**src/rtl/g2b_pkg.sv**
```systemverilog
// Shared types and helpers for the Grey-to-binary tracker.
package g2b_pkg;

   localparam int unsigned G2B_WIDTH = 4;
   localparam int unsigned G2B_MAX_W = 32;

   typedef enum logic [1:0] {
      STEP_NONE,
      STEP_UP,
      STEP_DOWN,
      STEP_ERR
   } step_e;

   typedef enum logic {
      INIT,
      TRACK
   } state_e;

   // Grey to binary over the widest supported code; zero upper bits leave the low bits exact.
   function automatic logic [G2B_MAX_W-1:0] grey_to_bin(input logic [G2B_MAX_W-1:0] g);
      logic [G2B_MAX_W-1:0] b;
      b = g;
      for (int i = int'(G2B_MAX_W) - 2; i >= 0; i--) begin
         b[i] = b[i+1] ^ g[i];
      end
      return b;
   endfunction

endpackage

```
**src/rtl/g2b_debounce.sv**
```systemverilog
// Two-flop synchroniser plus stability filter; commit_c strobes once per stable period.
module g2b_debounce
   import g2b_pkg::*;
#(
   parameter int unsigned WIDTH         = G2B_WIDTH,
   parameter int unsigned STABLE_CYCLES = 3
) (
   input  logic             clk,
   input  logic             rst,
   input  logic [WIDTH-1:0] grey_in,
   output logic [WIDTH-1:0] cand,
   output logic             commit_c
);

   localparam int unsigned          CNT_W    = $clog2(STABLE_CYCLES + 1);
   localparam logic [CNT_W-1:0]     CNT_MAX  = CNT_W'(STABLE_CYCLES);
   localparam logic [CNT_W-1:0]     CNT_LAST = CNT_W'(STABLE_CYCLES - 1);

   logic [WIDTH-1:0] s1_q, s1_d;
   logic [WIDTH-1:0] s2_q, s2_d;
   logic [WIDTH-1:0] cand_q, cand_d;
   logic [CNT_W-1:0] cnt_q, cnt_d;

   // Next-state: shift synchroniser, restart count on change, otherwise count up and saturate.
   always_comb begin
      s1_d   = grey_in;
      s2_d   = s1_q;
      cand_d = cand_q;
      cnt_d  = cnt_q;
      if (s2_q != cand_q) begin
         cand_d = s2_q;
         cnt_d  = '0;
      end else if (cnt_q != CNT_MAX) begin
         cnt_d = cnt_q + CNT_W'(1);
      end
   end

   // State registers.
   always_ff @(posedge clk or posedge rst) begin
      if (rst) begin
         s1_q   <= '0;
         s2_q   <= '0;
         cand_q <= '0;
         cnt_q  <= '0;
      end else begin
         s1_q   <= s1_d;
         s2_q   <= s2_d;
         cand_q <= cand_d;
         cnt_q  <= cnt_d;
      end
   end

   assign commit_c = (s2_q == cand_q) && (cnt_q == CNT_LAST);
   assign cand     = cand_q;

endmodule

```
**src/rtl/grey2bin_tracker.sv**
```systemverilog
// Grey-coded position tracker: debounce, convert, classify steps, accumulate position.
// Define G2B_SKIP_COMP_EN to accept +/-2 jumps as double steps instead of errors.
module grey2bin_tracker
   import g2b_pkg::*;
#(
   parameter int unsigned WIDTH         = G2B_WIDTH,
   parameter int unsigned STABLE_CYCLES = 3,
   parameter int unsigned POS_WIDTH     = 16
) (
   input  logic                 clk,
   input  logic                 rst,
   input  logic [WIDTH-1:0]     grey_input,
   input  logic                 err_clr,
   output logic [WIDTH-1:0]     binary_output,
   output logic                 valid,
   output logic                 step_up,
   output logic                 step_down,
   output logic [POS_WIDTH-1:0] position,
   output logic                 error
);

   localparam logic [WIDTH-1:0] D_ONE  = WIDTH'(1);
   localparam logic [WIDTH-1:0] D_MONE = '1;
`ifdef G2B_SKIP_COMP_EN
   localparam logic [WIDTH-1:0] D_TWO  = WIDTH'(2);
   localparam logic [WIDTH-1:0] D_MTWO = ~WIDTH'(1);
`endif

   logic [WIDTH-1:0]     cand;
   logic                 commit_c;
   logic [WIDTH-1:0]     bin_c;
   logic [WIDTH-1:0]     delta_c;
   step_e                step_c;
   logic [POS_WIDTH-1:0] step_amt_c;

   state_e               state_q, state_d;
   logic [WIDTH-1:0]     binary_q, binary_d;
   logic                 valid_q, valid_d;
   logic                 step_up_q, step_up_d;
   logic                 step_down_q, step_down_d;
   logic [POS_WIDTH-1:0] pos_q, pos_d;
   logic                 error_q, error_d;

   g2b_debounce #(
      .WIDTH         (WIDTH),
      .STABLE_CYCLES (STABLE_CYCLES)
   ) u_debounce (
      .clk      (clk),
      .rst      (rst),
      .grey_in  (grey_input),
      .cand     (cand),
      .commit_c (commit_c)
   );

   assign bin_c = WIDTH'(grey_to_bin(G2B_MAX_W'(cand)));

   // Classify the modular difference between the candidate and the last accepted value.
   always_comb begin
      delta_c    = bin_c - binary_q;
      step_c     = STEP_ERR;
      step_amt_c = POS_WIDTH'(1);
      if (delta_c == '0) begin
         step_c = STEP_NONE;
      end else if (delta_c == D_ONE) begin
         step_c = STEP_UP;
      end else if (delta_c == D_MONE) begin
         step_c = STEP_DOWN;
`ifdef G2B_SKIP_COMP_EN
      end else if (delta_c == D_TWO) begin
         step_c     = STEP_UP;
         step_amt_c = POS_WIDTH'(2);
      end else if (delta_c == D_MTWO) begin
         step_c     = STEP_DOWN;
         step_amt_c = POS_WIDTH'(2);
`endif
      end
   end

   // FSM next-state and output logic; pulses default low, error clears unless re-set.
   always_comb begin
      state_d     = state_q;
      binary_d    = binary_q;
      valid_d     = valid_q;
      step_up_d   = 1'b0;
      step_down_d = 1'b0;
      pos_d       = pos_q;
      error_d     = error_q & ~err_clr;
      if (commit_c) begin
         case (state_q)
            INIT: begin
               binary_d = bin_c;
               valid_d  = 1'b1;
               state_d  = TRACK;
            end
            TRACK: begin
               case (step_c)
                  STEP_UP: begin
                     step_up_d = 1'b1;
                     pos_d     = pos_q + step_amt_c;
                     binary_d  = bin_c;
                  end
                  STEP_DOWN: begin
                     step_down_d = 1'b1;
                     pos_d       = pos_q - step_amt_c;
                     binary_d    = bin_c;
                  end
                  STEP_ERR: begin
                     error_d  = 1'b1;
                     binary_d = bin_c;
                  end
                  default: begin
                  end
               endcase
            end
            default: begin
            end
         endcase
      end
   end

   // State and output registers.
   always_ff @(posedge clk or posedge rst) begin
      if (rst) begin
         state_q     <= INIT;
         binary_q    <= '0;
         valid_q     <= 1'b0;
         step_up_q   <= 1'b0;
         step_down_q <= 1'b0;
         pos_q       <= '0;
         error_q     <= 1'b0;
      end else begin
         state_q     <= state_d;
         binary_q    <= binary_d;
         valid_q     <= valid_d;
         step_up_q   <= step_up_d;
         step_down_q <= step_down_d;
         pos_q       <= pos_d;
         error_q     <= error_d;
      end
   end

   assign binary_output = binary_q;
   assign valid         = valid_q;
   assign step_up       = step_up_q;
   assign step_down     = step_down_q;
   assign position      = pos_q;
   assign error         = error_q;

endmodule

```
**config.mk**
```make
export PLATFORM = sky130hd
export DESIGN_NAME = grey2bin_tracker
export DESIGN_NICKNAME = d
export VERILOG_FILES = /design/src/rtl/g2b_pkg.sv /design/src/rtl/g2b_debounce.sv /design/src/rtl/grey2bin_tracker.sv
export SDC_FILE = /design/constraint.sdc
export NUM_CORES = 1
export LEC_CHECK = 0
export CORE_MARGIN = 1
export CORE_UTILIZATION = 30
export CTS_CLUSTER_SIZE = 16
export DETAILED_ROUTE_END_ITERATION = 12
export SETUP_SLACK_MARGIN = 0.02
export SLEW_MARGIN = 20
export SYNTH_ARGS = -nofsm -noshare
export SYNTH_HDL_FRONTEND = slang
export SYNTH_HIERARCHICAL = 1
export SYNTH_SLANG_ARGS = --single-unit
```
**constraint.sdc**
```tcl
create_clock -name clk -period 4.9 [get_ports clk]
set_clock_uncertainty 0.05 [all_clocks]
set_input_delay 0.735 -clock clk [delete_from_list [all_inputs] [get_ports clk]]
set_output_delay 0.735 -clock clk [all_outputs]
set_load 0.02 [all_outputs]
```
; ---- Yosys cells after proc, flatten, opt, wreduce, memory -nomap -nowiden
; Index checks and enable logic that the tools add are counted.
[totals]
register_bits = 39
output_inout_bits = 24
elab_cells = 56
[op_classes]
n_addsub = 4
eq_ne = 10
n_mux = 17
bitwise_logic = 6
n_reduce_logical = 8
[op_table]
columns = cell, n
row1 = $pmux W16 S2, 1
row2 = $add A16 B1 Y16 const B, 1
row3 = $sub A16 B1 Y16 const B, 1
row4 = $mux W1, 10
row5 = $mux W2, 4
row6 = $pmux W4 S2, 1
row7 = $eq A2 B2 Y1 const B, 3
row8 = $eq A4 B1 Y1 const B, 1
row9 = $eq A4 B4 Y1, 1
row10 = $eq A4 B4 Y1 const B, 1
row11 = $logic_not A4 Y1, 1
row12 = $mux W4, 1
row13 = $ne A2 B2 Y1 const B, 2
row14 = $ne A4 B4 Y1, 1
row15 = $reduce_and A2 Y1, 2
row16 = $reduce_bool A2 Y1, 2
row17 = $sub A4 B4 Y4, 1
row18 = $reduce_and A3 Y1, 1
row19 = $reduce_or A3 Y1, 1
row20 = $xor A1 B1 Y1, 3
row21 = $add A2 B1 Y2 const B, 1
row22 = $eq A2 B1 Y1 const B, 1
row23 = $not A1 Y1, 2
row24 = $and A1 B1 Y1, 1
row25 = $logic_and A1 B1 Y1, 1

; ---- Depth between registers and ports, before layout
[logic_depth]
depth_word = 12
mapped_depth = 19
mapped_depth_nobuf = 18

; ---- Hierarchy
; The synthesis kept the hierarchy.
[by_module_without_submodules]
columns = module, n_inst, cells_each, area_each_um2, seq_area_each_um2
row1 = grey2bin_tracker, 1, 187, 1781.7, 625.6
row2 = g2b_debounce, 1, 34, 471.7, 350.3

; ---- Worst setup path before layout
; Ideal clock, no wire load.
[synth_timing]
path_type = register -> register
start = register u_debounce.cand_q[3] (netlist: u_debounce/cand[3])
end = register pos_q[14] (netlist: position[14])
setup_time_ns = 0.142
arrival_time_ns = 4.358
setup_slack_ns = 0.351
path_stages_with_launch = 18
path_cell_list = dfrtp_1 > xor2_1 > xnor2_1 > xor2_1 > ha_1 > inv_1 > fa_1 > xor2_1 > nor3_1 > a32o_1 > ha_1 > ha_1 > a21o_1 > a221o_1 > and2_4 > a221oi_2 > or4b_1 > o2111ai_1
[synth_between]
elab_chain_cells = 11
word_cells_on_any_way = 17
classes_between = add/sub: 1 / eq/ne: 5 / mux: 4 / bitwise: 3 / reduce/logical: 4
[synth_rtl]
columns = item, line
row1 = "start, declared", g2b_debounce.sv:21  ; logic [WIDTH-1:0] cand_q, cand_d;
row2 = "start signal, assigned", g2b_debounce.sv:48  ; cand_q <= cand_d;
row3 = $xor A1 B1 Y1 *, g2b_pkg.sv:24  ; b[i] = b[i+1] ^ g[i];
row4 = via bin_c[2], grey2bin_tracker.sv:31  ; logic [WIDTH-1:0] bin_c;
row5 = $xor A1 B1 Y1 (2 in a row), g2b_pkg.sv:24
row6 = $sub A4 B4 Y4 *, grey2bin_tracker.sv:59  ; delta_c = bin_c - binary_q;
row7 = $eq A4 B4 Y1, grey2bin_tracker.sv:66  ; end else if (delta_c == D_MONE) begin
row8 = $mux W1, grey2bin_tracker.sv:66
row9 = $mux W2, grey2bin_tracker.sv:64  ; end else if (delta_c == D_ONE) begin
row10 = $mux W2 *, grey2bin_tracker.sv:62  ; if (delta_c == '0) begin
row11 = $eq A2 B2 Y1 or $eq A2 B1 Y1 (tied branches), grey2bin_tracker.sv:96  ; case (step_c)
row12 = $reduce_bool A2 Y1 (no source line), n/a
row13 = $reduce_and A3 Y1 (no source line), n/a
row14 = "end signal, assigned", grey2bin_tracker.sv:137  ; pos_q <= pos_d;
row15 = "end, declared", grey2bin_tracker.sv:41  ; logic [POS_WIDTH-1:0] pos_q, pos_d;
; Mark *: on every way through the listed nets, which the timed path passes. The rest lies on a longest branch.
; A chain may end at the register's enable or synchronous reset.

; ---- Worst setup path after layout
[layout_timing]
start = register u_debounce.cand_q[2] (netlist: u_debounce/cand[2])
end = register pos_q[12] (netlist: position[12])
; Same word-level chain as after synthesis.

==> out/qor.yml <==
status:
  status: "finished clean"
clock_tree:
  cts_buffers: 5
  clk_latency_ps: 290
  cts.path.max_buffers: 2
  root_buffer: "clkbuf_8"
  cts.htree.levels: 2
  clkSinkCount: 39
  path_clk_slew_ps: 80
  tritoncts: "done"
  ctsHoldBuffers: 0
routing:
  routed_wl_um: 4320
  vias: 1624
  drtPass1Iterations: 5
  wl_per_cell_um: 12.3
  drt_iter0_markers: 108
  drtAntennaViolNets: 0
  drc: 0
  viasPerCell: 4.61
timing:
  final_max_slew_viol_count: 0
  min_period_over_period_pct: 93.2
  finalSetupTns_ps: 0
  hold_viol: 0
  setup_viol: 0
  rsz0062_at_grt: "no"
  relSlewSlack_pct: 61.9
  min_period_ps: 4570
  worst_slew_pin_slew_ps: 570
  timing.fmax_mhz: 219
critical_path:
  cp.required_ps: 5060
  max_stage_delay_ps: 430
  critPathTopFamily: "compound AO/OA/AOI/OAI gates"
  end_kind: "flop"
  worstPathCellList: "xor2_2, xnor2_1, xor2_1, ha_1, inv_1, fa_1, xor2_2, nor3_4, a32o_1, ha_2, fa_1, a21o_1, a221o_1, a41oi_1, a21oi_1, xnor2_1, o21ai_0"
  critPathKind: "reg2reg"
  slowest_stage: "dfrtp_1"
  reg2reg_slack_ps: 330
  cp_max_fo: 7
  worstPathArrival_ps: 4730
  crit_buf_inv: 1
  worstSetupStartpointType: "flop"
die:
  start_util_pct: 31.1
  design.die.area_um2: 7860
  io_pins: 31
  coreArea_um2: 7250
  die_w_um: 88.7
  dieHeight_um: 88.7
  rows: 31
global_route:
  grt_pass1_vias: 1591
  grtUsageTotal_pct: 12.5
  grt_pass1_wl_um: 7570
  antenna_found_initial: 0
  overflow: 0
  grt_max_degree: 26
flow_run:
  maxCapViolations: 0
logic_synthesis:
  synth.top_cells.by_area: "dfrtp_1, ha_1, xnor2_1"
  syn_area_per_cell_um2: 10.2
  synth_seq_area_share_pct: 43.3
  ys_seq_elements: 39
  postSynthCellCount: 221
  yosys.area.top_type_share_pct: 43.3
  ys_top_cells_by_count: "dfrtp_1, ha_1, nand2_1"
  synth_cell_types: 42
  synth_enable_flop_cells: 0
  yosys.area.top_type: "dfrtp_1"
  syn-num-nets: 253
  ys_warn_count: 6
  synth_most_common_cell: "dfrtp_1"
  synthArstFlopShare_pct: 100
  netlist_area_um2: 2250
  ys.flop_type: "dfrtp_1"
pwr:
  peakVddDrop_v: 0.000120
  p_leak_uw: 0.00125
  powerDensity_nw_per_um2: 260
cells_and_area:
  fillers: 743
  drive_gt1_share_pct: 9.09
  nNetsFinal: 284
  final_util_pct: 38.8
  areaGrowthSynthToFinish_pct: 24.8
  diodes: 0
place:
  place_hpwl_um: 3100
  io_buffers: 30
  gp_congestion: 0.826
min_path:
  worst_hold_path_type: "reg2reg"
-- power by group --
part	switching (µW)	internal, µW	total, µW
logic	70.8	50.1	121
registers	5.07	328	333
clock network	124	153	278
-- layout make-up --
| type | instances | area (µm²) | share of cell area [%] |
|---|---|---|---|
| Sequential cell | 39 | 976 | 34.7 |
| Timing Repair Buffer | 33 | 323 | 11.5 |
| Clock inverter | 3 | 46.3 | 1.65 |
| Multi-Input combinational cell | 161 | 1230 | 43.7 |
| Tap cell | 99 | 124 | 4.41 |
| Clock buffer | 5 | 68.8 | 2.45 |
| Inverter | 12 | 45.0 | 1.60 |
-- per-stage QoR --
step / cell area (µm²) / setup slack [ps] / power (µW) / std cells / hold slack (ps)
after floorplan: 2250 / 351 / 427 / 221 / 281
after global placement: 2660 / 283 / 452 / 344 / 282
after detailed placement: 2660 / 148 / 454 / 344 / 290
after CTS: 2780 / 88.0 / 738 / 352 / 310
after global routing: 2810 / 19.0 / 778 / 352 / 319
final: 2810 / 333 / 732 / 352 / 305
-- what timing repair did --
item / 4_1_cts / 5_1_grt
hold endpoints to repair: 0 / 0
buffers inserted: 0 / 0
gates resized for setup: 0 / 6
endpoints found under the setup margin: 0 / 8
-- state kept, by name, indices dropped and copies added, names as in the netlist --
| signal | count |
|---|---|
| binary_output | 4 |
| error | 1 |
| position | 16 |
| state_q | 1 |
| step_down | 1 |
| step_up | 1 |
| u_debounce/cand | 4 |
| u_debounce/cnt_q | 2 |
| u_debounce/s1_q | 4 |
| u_debounce/s2_q | 4 |
| valid | 1 |
-- final timing paths --
kind / startpoint / end / cells past startpoint
max: u_debounce/cand[2] / position[12] / 17
min: u_debounce/s1_q[1] / u_debounce/s2_q[1] / 0
max reg2reg: u_debounce/cand[2] / position[12] / 17
min reg2reg: u_debounce/s1_q[1] / u_debounce/s2_q[1] / 0
max in group asynchronous: rst / position[8] / 2
min in group asynchronous: rst / u_debounce/s2_q[0] / 2
-- cell usage in the layout, fill, tap and decap left out, types with 3 or more instances in the layout --
cell	count
and3_1	3
nand2_1	20
dfrtp_1	39
xor2_1	8
o21ai_0	18
clkdlybuf4s50_1	30
a21o_1	7
inv_1	11
a21oi_1	12
clkbuf_8	5
xnor2_1	14
nor2_1	11
nand3_1	4
buf_4	3
ha_1	22
-- layer usage --
layer / global-route usage, % / part of all wire [%]
met2: 18.7 / 46
met1: 17.7 / 49
met5: 0 / 0
met3: 3.26 / 4.0
met4: 3.96 / 1.1
-- cells by family (layout without fill, tap and decap cells) --
| kind of cell | count (synthesis) | in the layout | share of synthesized area (%) |
|---|---|---|---|
| XOR/XNOR | 24 | 24 | 9.33 |
| multiplexers | 4 | 4 | 1.89 |
| AND/OR/NAND/NOR | 50 | 50 | 10.6 |
| flip-flops | 39 | 39 | 43.3 |
| adder cells (fa/ha/maj) | 25 | 25 | 14.5 |
| AO/OA/AOI/OAI | 58 | 58 | 16.7 |
| buffers and inverters | 21 | 53 | 3.61 |
Power figures use the tool's default switching activity.
